$ cat config.mk
export PLATFORM = sky130hd
export DESIGN_NAME = psum_requant_drain_flat
export DESIGN_NICKNAME = d
export VERILOG_FILES = /design/src/rtl/psum_requant_drain_if.sv /design/src/rtl/psum_requant_drain.sv /design/src/flat_wrapper.sv
export SDC_FILE = /design/constraint.sdc
export NUM_CORES = 1
export LEC_CHECK = 0
export ABC_CLOCK_PERIOD_IN_PS = 3700
export CORE_MARGIN = 2
export CORE_UTILIZATION = 55
export CTS_CLUSTER_DIAMETER = 50
export DETAILED_ROUTE_END_ITERATION = 16
export HOLD_SLACK_MARGIN = 0.05
export PLACE_DENSITY = 0.78
export SLEW_MARGIN = 20
export SYNTH_ARGS = -nofsm -noshare
export SYNTH_HDL_FRONTEND = slang
export SYNTH_SLANG_ARGS = --single-unit
$ cat constraint.sdc
create_clock -name clk -period 3.7 [get_ports clk]
set_clock_uncertainty 0.2 [all_clocks]
set_input_delay 1.11 -clock clk [delete_from_list [all_inputs] [get_ports clk]]
set_output_delay 1.11 -clock clk [all_outputs]
set_load 0.05 [all_outputs]
$ cat src/rtl/psum_requant_drain_if.sv
`default_nettype none
// ============================================================================
// Module   : psum_requant_drain_if
// Brief    : Packed-word output bus (valid/ready) of the psum requant drain.
// Revision : 1.0
// ============================================================================
interface psum_requant_drain_if #(
   parameter int OUT_W = 8,
   parameter int PACK  = 4
) ();
   logic                    m_valid;
   logic                    m_ready;
   logic [PACK*OUT_W-1:0]   m_data;
   logic [PACK-1:0]         m_keep;

   modport master (output m_valid, output m_data, output m_keep, input m_ready);
   modport slave  (input m_valid, input m_data, input m_keep, output m_ready);
endinterface
`default_nettype wire

$ cat src/rtl/psum_requant_drain.sv
`default_nettype none
// ============================================================================
// Module   : psum_requant_drain
// Brief    : Requantizes accumulator sums, packs PACK lanes per word, FIFOs out.
// Revision : 1.0
// ============================================================================
module psum_requant_drain #(
   parameter int ACC_W      = 16,
   parameter int OUT_W      = 8,
   parameter int PACK       = 4,
   parameter int FIFO_DEPTH = 4
) (
   input  wire logic                clk,
   input  wire logic                reset,
   input  wire logic                i_acc_valid,
   input  wire logic [ACC_W-1:0]    i_acc_sum,
   input  wire logic [3:0]          i_cfg_shift,
   input  wire logic                i_cfg_relu,
   input  wire logic                i_flush,
   output logic                     o_almost_full,
   output logic                     o_ovf_err,
   psum_requant_drain_if.master     m_if
);
   localparam int SW = ACC_W + 1;
   localparam int LW = (PACK > 1) ? $clog2(PACK) : 1;
   localparam int PW = $clog2(FIFO_DEPTH);
   localparam int CW = PW + 1;
   localparam int WW = PACK * OUT_W;
   localparam logic signed [SW-1:0] c_MAX = SW'((1 << (OUT_W - 1)) - 1);
   localparam logic signed [SW-1:0] c_MIN = -c_MAX - SW'(1);

   // ---------------- Stage Q: ReLU, round-half-up shift, saturate ----------
   logic signed [SW-1:0] w_v, w_sum, w_r;
   logic        [SW-1:0] w_rnd;
   logic        [OUT_W-1:0] w_q;
   logic                 r_q_valid;
   logic        [OUT_W-1:0] r_q;

   always_comb begin
      w_v = {i_acc_sum[ACC_W-1], i_acc_sum};
      if (i_cfg_relu && i_acc_sum[ACC_W-1])
         w_v = '0;
      // One extra bit keeps v + half-LSB from wrapping.
      w_rnd = ({{ACC_W{1'b0}}, 1'b1} << i_cfg_shift) >> 1;
      w_sum = w_v + $signed(w_rnd);
      w_r   = w_sum >>> i_cfg_shift;
      if (w_r > c_MAX)
         w_q = c_MAX[OUT_W-1:0];
      else if (w_r < c_MIN)
         w_q = c_MIN[OUT_W-1:0];
      else
         w_q = w_r[OUT_W-1:0];
   end

   always_ff @(posedge clk or posedge reset) begin
      if (reset) begin
         r_q_valid <= 1'b0;
         r_q       <= '0;
      end else begin
         r_q_valid <= i_acc_valid;
         if (i_acc_valid)
            r_q <= w_q;
      end
   end

   // ---------------- Stage P: lane packer ----------------------------------
   logic [LW-1:0]   r_lane_idx;
   logic [WW-1:0]   r_pack, w_pack_nx;
   logic [PACK-1:0] r_keep, w_keep_nx;
   logic            w_push;

   always_comb begin
      w_pack_nx = r_pack;
      w_keep_nx = r_keep;
      if (r_q_valid) begin
         w_pack_nx[int'(r_lane_idx)*OUT_W +: OUT_W] = r_q;
         w_keep_nx[r_lane_idx] = 1'b1;
      end
      w_push = (r_q_valid && (r_lane_idx == LW'(PACK - 1))) ||
               (i_flush && (|w_keep_nx));
   end

   always_ff @(posedge clk or posedge reset) begin
      if (reset) begin
         r_lane_idx <= '0;
         r_pack     <= '0;
         r_keep     <= '0;
      end else if (w_push) begin
         r_lane_idx <= '0;
         r_pack     <= '0;
         r_keep     <= '0;
      end else if (r_q_valid) begin
         r_lane_idx <= r_lane_idx + LW'(1);
         r_pack     <= w_pack_nx;
         r_keep     <= w_keep_nx;
      end
   end

   // ---------------- Output FIFO -------------------------------------------
   logic [WW-1:0]   r_mem_data [FIFO_DEPTH];
   logic [PACK-1:0] r_mem_keep [FIFO_DEPTH];
   logic [PW-1:0]   r_wptr, r_rptr;
   logic [CW-1:0]   r_count;
   logic            r_ovf;
   logic            w_mvalid, w_full, w_pop, w_wr;

   always_comb begin
      w_mvalid = (r_count != '0);
      w_full   = (r_count == CW'(FIFO_DEPTH));
      w_pop    = w_mvalid && m_if.m_ready;
      // A full FIFO still takes the word when the head leaves the same cycle.
      w_wr     = w_push && (!w_full || w_pop);
   end

   always_ff @(posedge clk) begin
      if (w_wr) begin
         r_mem_data[r_wptr] <= w_pack_nx;
         r_mem_keep[r_wptr] <= w_keep_nx;
      end
   end

   always_ff @(posedge clk or posedge reset) begin
      if (reset) begin
         r_wptr  <= '0;
         r_rptr  <= '0;
         r_count <= '0;
         r_ovf   <= 1'b0;
      end else begin
         if (w_wr)
            r_wptr <= r_wptr + PW'(1);
         if (w_pop)
            r_rptr <= r_rptr + PW'(1);
         if (w_wr && !w_pop)
            r_count <= r_count + CW'(1);
         else if (!w_wr && w_pop)
            r_count <= r_count - CW'(1);
         if (w_push && !w_wr)
            r_ovf <= 1'b1;
      end
   end

   assign m_if.m_valid  = w_mvalid;
   assign m_if.m_data   = w_mvalid ? r_mem_data[r_rptr] : '0;
   assign m_if.m_keep   = w_mvalid ? r_mem_keep[r_rptr] : '0;
   assign o_almost_full = (r_count >= CW'(FIFO_DEPTH - 1));
   assign o_ovf_err     = r_ovf;
endmodule
`default_nettype wire

$ cat src/flat_wrapper.sv
// flat-port wrapper written by rule: the top's interface ports become plain ports
module psum_requant_drain_flat 
#(
   parameter int ACC_W      = 16,
   parameter int OUT_W      = 8,
   parameter int PACK       = 4,
   parameter int FIFO_DEPTH = 4
)
  (clk, reset, i_acc_valid, i_acc_sum, i_cfg_shift, i_cfg_relu, i_flush, o_almost_full, o_ovf_err, m_if_m_valid, m_if_m_data, m_if_m_keep, m_if_m_ready);
  psum_requant_drain_if #(.OUT_W(OUT_W), .PACK(PACK)) m_if_i ();
  input  wire logic clk;
  input  wire logic reset;
  input  wire logic i_acc_valid;
  input  wire logic [ACC_W-1:0] i_acc_sum;
  input  wire logic [3:0] i_cfg_shift;
  input  wire logic i_cfg_relu;
  input  wire logic i_flush;
  output logic o_almost_full;
  output logic o_ovf_err;
  output wire logic [$bits(m_if_i.m_valid)-1:0] m_if_m_valid;
  output wire logic [$bits(m_if_i.m_data)-1:0] m_if_m_data;
  output wire logic [$bits(m_if_i.m_keep)-1:0] m_if_m_keep;
  input wire logic [$bits(m_if_i.m_ready)-1:0] m_if_m_ready;
  assign m_if_m_valid = m_if_i.m_valid;
  assign m_if_m_data = m_if_i.m_data;
  assign m_if_m_keep = m_if_i.m_keep;
  assign m_if_i.m_ready = m_if_m_ready;
  psum_requant_drain #(.ACC_W(ACC_W), .OUT_W(OUT_W), .PACK(PACK), .FIFO_DEPTH(FIFO_DEPTH)) u_core (.clk(clk), .reset(reset), .i_acc_valid(i_acc_valid), .i_acc_sum(i_acc_sum), .i_cfg_shift(i_cfg_shift), .i_cfg_relu(i_cfg_relu), .i_flush(i_flush), .o_almost_full(o_almost_full), .o_ovf_err(o_ovf_err), .m_if(m_if_i));
endmodule
==> Word-level counts from Yosys, hierarchy flattened <==
Memories as Yosys holds them, arrays and structs flattened.
Cells that the tools add are included.
W data, S select, Z words.
{ "word_totals": {"register_bits": 55, "ram_bits": 144, "inputBits": 26, "memories": 2} }
{ "mem_list": {"columns": ["name", "words", "width", "read_ports", "rd_ports_with_merged_regs", "wr", "line", "text"], "rows": [
  ["u_core.r_mem_data", 4, 32, 1, 0, 1, "psum_requant_drain.sv:100", "logic [WW-1:0] r_mem_data [FIFO_DEPTH];"],
  ["u_core.r_mem_keep", 4, 4, 1, 0, 1, "psum_requant_drain.sv:101", "logic [PACK-1:0] r_mem_keep [FIFO_DEPTH];"]
]} }
{ "op_classes": {"add_sub_neg": 7, "order_cmp": 5, "eq_ne": 2, "shifts": 4, "mux": 20, "n_bitwise": 1, "reduce_logical": 18} }
{ "op_table": {"columns": ["op", "n"], "rows": [
  ["$mux W32", 4],
  ["$neg A5 Y33", 1],
  ["$shift A8 B33 Y32 const A", 1],
  ["$shiftx A8 B33 Y32", 1],
  ["$bwmux W32", 1],
  ["$add A17 B17 Y17", 1],
  ["$gt A17 B8 Y1 const B", 1],
  ["$lt A17 B8 Y1 const B", 1],
  ["$mux W17", 1],
  ["$shl A1 B4 Y17 const A", 1],
  ["$sshr A17 B4 Y17", 1],
  ["$mux W4", 4],
  ["$mux W8", 2],
  ["$logic_and A1 B1 Y1", 9],
  ["$add A2 B1 Y2 const B", 3],
  ["$mux W3", 2],
  ["$mux W2", 2],
  ["$or A4 B4 Y4", 1],
  ["$reduce_bool A2 Y1", 2],
  ["$reduce_or A4 Y1", 1],
  ["$add A3 B1 Y3 const B", 1],
  ["$eq A3 B3 Y1 const B", 1],
  ["$ge A3 B2 Y1 const B", 1],
  ["$logic_not A1 Y1", 3],
  ["other kinds (8)", 11]
]} }

==> Depth between registers and ports, before layout <==
Gate-level depths: netlist of run 1.
{ "logic_depth": {"word_depth": 14, "mapped_depth": 18, "mapped_depth_nobuf": 17} }

==> Worst setup path before layout of run 1 <==
OpenSTA, ideal clock, no wires.
{ "synth_timing": {"kind": "input -> register", "start": "in i_cfg_shift[2]", "end": "reg u_core.r_q[0]", "setup_time_ns": 0.067, "t_arrival_ns": 4.689, "required_time_ns": 3.433, "setup_slack_ns": -1.257, "cell_stages": 18, "n_path_buf": 4, "cell_sequence": "clkbuf_1 > buf_1 > clkbuf_1 > nand2_1 > nor2_1 > ha_1 > buf_2 > a21oi_1 > o21ai_1 > or3_4 > o22ai_4 > o32ai_1 > a311oi_2 > o22ai_1 > a211oi_1 > a31oi_1 > o211ai_2 > o221a_1"} }
{ "synth_via": {"elab_chain_len": 6, "word_cells_on_any_way": 7, "classes_between": "add/sub: 1; order compare: 2; shift: 2; mux: 2"} }
{ "synth_rtl": {"columns": ["element", "line", "text"], "rows": [
  ["from (decl)", "flat_wrapper.sv:15", "input wire logic [3:0] i_cfg_shift;"],
  ["$shl A1 B4 Y17", "psum_requant_drain.sv:44", "w_rnd = ({{ACC_W{1'b0}}, 1'b1} << i_cfg_shift) >> 1;"],
  ["$add A17 B17 Y17", "psum_requant_drain.sv:45", "w_sum = w_v + $signed(w_rnd);"],
  ["$sshr A17 B4 Y17 (*)", "psum_requant_drain.sv:46", "w_r = w_sum >>> i_cfg_shift;"],
  ["$lt A17 B8 Y1", "psum_requant_drain.sv:49", "else if (w_r < c_MIN)"],
  ["$mux W8", "psum_requant_drain.sv:49", null],
  ["$mux W8 (*)", "psum_requant_drain.sv:47", "if (w_r > c_MAX)"],
  ["to (signal assigned)", "psum_requant_drain.sv:62", "r_q <= w_q;"],
  ["to (decl)", "psum_requant_drain.sv:37", "logic [OUT_W-1:0] r_q;"]
]} }
Every way passes the cells marked *; elsewhere a longest branch is shown, timed or not.
A chain may end at the register's enable or synchronous reset.

==> Worst setup path after layout of run 1 <==
{ "layout_timing": {"start": "in i_cfg_shift[0]", "end": "reg u_core.r_q[1]"} }
Same word-level chain as after synthesis.

==> results of run 1 <==
## worst max-delay path, delay by kind of cell
family / cells / cell delay (ps)
fa+ha+maj: 1 / 260
buf+inv: 3 / 370
simple gates: 5 / 860
compound gates: 7 / 1480
xor+xnor: 1 / 350
## registers in the layout, summed over array words and instances (netlist names)
name and flops:
u_core.r_mem_data 128, u_core.r_pack 32, u_core.r_mem_keep 16, u_core.r_q 8, u_core.r_keep 4, u_core.r_count 3, u_core.r_lane_idx 2, u_core.r_rptr 2
u_core.r_wptr 2, u_core.o_ovf_err 1, u_core.r_q_valid 1
## placed cells by master (no fill, tap or decap), types with 7 or more instances in the layout
cell type / instances
edfxtp_1: 144
buf_4: 133
and2_1: 57
dfrtp_1: 53
buf_12: 43
nor2_1: 41
mux4_2: 37
nor2b_1: 35
a22o_1: 34
a21oi_1: 32
nand2_1: 30
ha_1: 23
clkdlybuf4s50_1: 21
o21ai_0: 17
clkbuf_16: 17
inv_1: 14
xnor2_1: 10
a21o_1: 9
buf_6: 9
nand2b_1: 8
a211oi_2: 8
nand2_2: 7
nand3_1: 7
o221a_1: 7
## area by class of cell
cell class | count | area, sq um
sequential | 199 | 5703
inverter | 19 | 72.57
fill | 1110 | 4559
tap | 229 | 286.5
multi-input combinational | 499 | 4481
clock inverter | 14 | 167.7
clock buffer | 18 | 429.2
timing repair buffer | 210 | 2203
## logic make-up after synthesis
| group | count (synthesis) |
|---|---|
| compound gates | 170 |
| flops | 199 |
| buf+inv | 58 |
| mux | 48 |
| simple gates | 234 |
| fa+ha+maj | 30 |
| xor+xnor | 16 |
## stage by stage
step / hold WS, ps / utilization / worst slack (ps) / setup TNS (ps) / std cells
2_1_floorplan: 264.3 / - / -718.1 / -5026 / 755
6_report: 283.4 / 0.7453 / -652.4 / -4462 / 1188
4_1_cts: 282.6 / 0.7389 / -571.6 / -3883 / 1186
3_5_place_dp: 258.9 / 0.6870 / -1692 / -12200 / 1136
5_1_grt: 297.2 / 0.7453 / -782.2 / -5361 / 1188
3_3_place_gp: 250.9 / 0.6870 / -1562 / -11390 / 1136
## path summary, 6_finish.rpt
path                                      start                 to  slack, ps  depth (start not counted)
max                              i_cfg_shift[0]      u_core.r_q[1]       -650                         17
max in group asynchronous                 reset  u_core.r_pack[24]       1920                          3
max reg2reg                u_core.r_lane_idx[0]  u_core.r_count[1]        220                         12
min                            u_core.o_ovf_err   u_core.o_ovf_err        280                          1
min in group asynchronous                 reset   u_core.r_keep[2]        770                          2
min reg2reg                    u_core.o_ovf_err   u_core.o_ovf_err        280                          1
## metal layers
metal / vias to the layer above / global-route usage / wire, microns
met4: 0 / 0.1372 / 1112
met3: 88 / 0.04834 / 1173
li1: 3250 / - / -
met2: 269 / 0.4802 / 13530
met5: - / 0 / 0
met1: 3598 / 0.3290 / 9897
## report_power, final
group	internal, mW	total, mW	switching [mW]	leakage [nW]
sequential	2.97	3.18	0.208	2.07
clock	1.07	1.87	0.798	0.291
combinational	2.35	5.17	2.82	2.93
total	6.39	10.2	3.83	5.30
## repair_timing
action / CTS / global route
hold buffers: 0 / 0
gates cloned: 1 / 0
resized for setup: 62 / 20
buffers inserted: 18 / 3
endpoints found under the setup margin: 8 / 9
pin swaps: 37 / 12
==> results.yml, run 1 <==
run_status:
  status: "finished with violations"
  violations: "negative setup slack"
power_and_ir_drop:
  peakVddDrop_mv: 1.074
  power_density_nw_per_um2: 766.0
  leakagePower_nw: 5.297
  p_total_mw: 10.22
worst_setup_path:
  slowest_stage: "xnor2_4"
  crit_required_ps: 3800
  crit_top_cell: "buf_6"
  cp_cell_sequence: "buf_6 > buf_6 > or2_4 > nor2_2 > ha_1 > a21o_1 > a21oi_4 > a211o_1 > nand3_2 > xnor2_4 > a211oi_2 > buf_4 > a22oi_2 > nand4_1 > nor3_2 > a21oi_2 > o221a_1"
  arrival_ps: 4450
  max_stage_delay_ps: 350
  path_class: "in2reg"
  end_kind: "flop"
  cp-start-kind: "input port"
  path_max_fanout: 7
timing:
  tightestPinTransition_ps: 1081
  timing.final.crit_share: 1.176
  rsz0062_at_grt: "yes"
  slew_violations: 0
  setup_ws_ps: -652.4
  hold_viol: 0
  fin_crit_ps: 4352
  setup_violations: 7
  max_slew_margin: 0.2690
  fmax_mhz: 229.8
synth:
  async_reset_ff_frac: 0.2764
  synth_fp_nets: 811
  yosysMostFrequentCell: "edfxtp_1"
  ys_warn_count: 0
  synth.cell_area_sq_um: 9968
  yosys.area_share.simple: 0.1293
  synth_top_family_by_area: "simple AND/OR/NAND/NOR gates"
  synth_fa_ha_area_frac: 0.03916
  yosys_most_used_dff: "edfxtp_1"
  synth_xor_area_frac: 0.01481
  ys_top_cells_by_count: "edfxtp_1, and2_1, dfrtp_1, nor2_1, mux4_2"
  syn_area_per_cell_sq_um: 13.20
  synth-seq-cells: 199
  synth_top_area_share: 0.4338
  synth-edff-count: 144
  synth_cell_types: 72
  yosys.area.top_type: "edfxtp_1"
  synth_compound_area_frac: 0.1261
  ys_seq_area_frac: 0.5719
  synth_mux_area_frac: 0.09514
  synth_area_leaders: "edfxtp_1, dfrtp_1, mux4_2, and2_1, ha_1"
  synth_cells: 755
placed_design:
  gp_congestion: 0.9628
  placed_cell_area_sq_um: 12300
  dp_hpwl_microns: 17060
  port_buffers: 64
clock_network:
  clockRootBuffer: "clkbuf_16"
  path_clk_slew_ps: 60
  tritoncts: "yes"
  clkLatencyLatePin_ps: 430
  clock_tree.buffer_depth: 2
  numCtsBuffers: 17
  numClockSinks: 199
  htree_levels: 4
floorplan:
  io-pin-count: 65
  row_count: 49
  dieArea_sq_um: 19220
  die_h_microns: 138.6
  die_w_microns: 138.6
  core_sq_um: 17900
  start_util: 0.5568
global_routing:
  grt_use_total: 0.2742
  grt_max_degree: 39
  antenna_found_initial: 0
  grt_pass1_vias: 7695
  grt_overflow_total: 0
  grt_pass1_wl_microns: 40940
cells_and_area:
  num-nets-final: 1002
  num_antenna_cells: 0
  areaGrowthSynthToFinish_pct: 33.85
  stdcell_area_sq_um: 13340
  layout-drive-gt1-share: 0.3629
detailed_routing:
  wl_microns: 25710
  drc: 0
  antenna_left: 0
  drt-pass1-iter-count: 6
  viasPerCell: 6.065
  num_vias: 7205
  routedWlPerCell_microns: 21.64
  drtIter0Drc: 526
job:
  max_cap_violations: 0
worst_hold_path:
  hold_path_class: "reg2reg"
No activity file was read; power rests on OpenSTA's default activity.
==> inputs of run 2 (changes only) <==
==> constraint.sdc (replaced) <==
create_clock -name clk -period 3.7 [get_ports clk]
set_clock_uncertainty 0.2 [all_clocks]
set_input_delay 0.555 -clock clk [delete_from_list [all_inputs] [get_ports clk]]
set_output_delay 0.555 -clock clk [all_outputs]
set_load 0.05 [all_outputs]
==> run 2 against run 1 <==
Net effect: the flow still finishes with violations (negative setup slack); worst setup slack better by 480 ps; non-clock buffer count is 3 higher; critical path depth is 1 higher; die area stayed put; sequential power hardly changed; final area is 2.3% lower; clock-buffer cell count stayed put; critical path type unchanged; worst hold slack better by 8.8 ps; combinational power is 17% lower; largest cell class unchanged.
==> results.yml, run 2 (synthesis results as in run 1) <==
detailed_routing:
  drt-pass1-iter-count: 5
  drtIter0Drc: 473
  wl_microns: 24950
  drc: 0
  routedWlPerCell_microns: 20.95
  antenna_left: 0
  viasPerCell: 6.030
  num_vias: 7182
clock_network:
  path_clk_slew_ps: 70
  htree_levels: 4
  clock_tree.buffer_depth: 2
  clockRootBuffer: "clkbuf_16"
  numClockSinks: 199
  tritoncts: "yes"
  postCtsHoldBufs: 0
  clkLatencyLatePin_ps: 430
  numCtsBuffers: 17
floorplan:
  die_w_microns: 138.6
  start_util: 0.5568
  row_count: 49
  io-pin-count: 65
  dieArea_sq_um: 19220
  core_sq_um: 17900
  die_h_microns: 138.6
timing:
  hold_viol: 0
  finalSetupTns_ps: -1061
  rsz0062_at_grt: "yes"
  timing.final.crit_share: 1.047
  tightestPinTransition_ps: 1048
  slew_violations: 0
  setup_ws_ps: -174.9
  max_slew_margin: 0.2918
  fin_crit_ps: 3875
  fmax_mhz: 258.1
  setup_violations: 7
global_routing:
  grt_pass1_vias: 7313
  grt_max_degree: 39
  grt_use_total: 0.2597
  grt_pass1_wl_microns: 39030
  grt_overflow_total: 0
  antenna_found_initial: 0
cells_and_area:
  layout-drive-gt1-share: 0.3368
  areaGrowthSynthToFinish_pct: 30.75
  top_regs: "u_core.r_mem_data x128, u_core.r_pack x32, u_core.r_mem_keep x16"
  final_common_cell: "edfxtp_1"
  num-nets-final: 1005
  fin_util: 0.7281
  nFillCells: 1157
  num_antenna_cells: 0
  largest_reg_flops: 128
  final_cell_mix: "edfxtp_1, buf_4, and2_1, clkdlybuf4s50_1, dfrtp_1"
  top_register: "u_core.r_mem_data"
run_status:
  status: "finished with violations"
  violations: "negative setup slack"
worst_setup_path:
  end_kind: "flop"
  cp-start-kind: "input port"
  arrival_ps: 4030
  path_max_fanout: 7
  crit_required_ps: 3860
  path_class: "in2reg"
job:
  max_cap_violations: 0
placed_design:
  gp_congestion: 0.9367
  port_buffers: 64
  dp_hpwl_microns: 17090
power_and_ir_drop:
  power_density_nw_per_um2: 713.3
  peakVddDrop_mv: 1.100
  leakagePower_nw: 5.126
worst_hold_path:
  hold_path_class: "reg2reg"
run 2: cell types whose count changed in the layout (fill, tap and decap cells not counted), sizes merged:
cell / before / now
clkdlybuf4s15: 2 / 0
clkbuf: 18 / 21
clkdlybuf4s50: 21 / 54
dlymetal6s2s: 0 / 3
clkinv: 6 / 5
bufinv: 3 / 2
inv: 23 / 25
buf: 187 / 153
run 2: area by class of cell:
| type | instances | area, sq um | area share |
|---|---|---|---|
| clock inverters | 14 | 167.7 | 0.01286 |
| repair buffers | 213 | 1819 | 0.1396 |
| clock buffers | 18 | 429.2 | 0.03293 |
| flip-flops and latches | 199 | 5703 | 0.4376 |
| multi-input cells | 499 | 4556 | 0.3495 |
| inverters | 19 | 72.57 | 0.005568 |
| well taps | 229 | 286.5 | 0.02198 |
run 2: timing repair:
action	in CTS	in global routing
gates resized for setup	43	59
gates cloned	0	1
setup buffers	13	11
setup endpoints to repair	7	8
pin swaps	31	39
run 2: worst max-delay path, cell delays in order:
cell,delay (ps)
buf_6,100
buf_6,120
or2_4,260
nor2_4,150
ha_4,170
buf_6,90
nand4b_1,180
buf_4,210
a211o_1,330
a211oi_2,280
nor3_2,100
buf_4,150
a22oi_2,270
a21oi_2,120
a211oi_2,240
a31oi_1,130
o211ai_2,320
o221a_1,260
run 2: report_power, final:
part	internal, mW	switching, mW
sequential	2.97	0.197
combinational	1.66	2.62
clock	1.02	0.831
run 2: final timing paths:
path / start / to / slack (ps) / cells past startpoint
setup / recovery: i_cfg_shift[1] / u_core.r_q[6] / -170 / 18
hold / removal: u_core.o_ovf_err / u_core.o_ovf_err / 290 / 1
setup reg to reg: u_core.r_lane_idx[0] / u_core.r_count[1] / 240 / 12
hold reg to reg: u_core.o_ovf_err / u_core.o_ovf_err / 290 / 1
max in group asynchronous: reset / u_core.r_lane_idx[0] / 2340 / 3
min in group asynchronous: reset / u_core.r_count[0] / 300 / 2
run 2: per-stage QoR:
stage / hold slack (ps) / std cells / cell area (sq um) / setup WS [ps] / power [mW]
floorplan: 264.3 / 755 / 10250 / -163.1 / 6.044
global placement: 245.9 / 1137 / 11880 / -1019 / 7.277
detailed placement: 283.1 / 1137 / 11880 / -1145 / 7.420
CTS: 298.5 / 1182 / 12790 / -368.6 / 9.307
global route: 314.1 / 1191 / 13030 / -238.2 / 9.677
finish: 292.2 / 1191 / 13030 / -174.9 / 9.297
run 2: metal layers:
layer / vias up / wire length [microns] / global-route usage / part of all wire
met1: 3641 / 10130 / 0.3261 / 0.41
met3: 49 / 1082 / 0.04558 / 0.043
li1: 3250 / - / - / -
met2: 242 / 13110 / 0.4609 / 0.53
met5: - / 0 / 0 / 0
met4: 0 / 634 / 0.08612 / 0.025
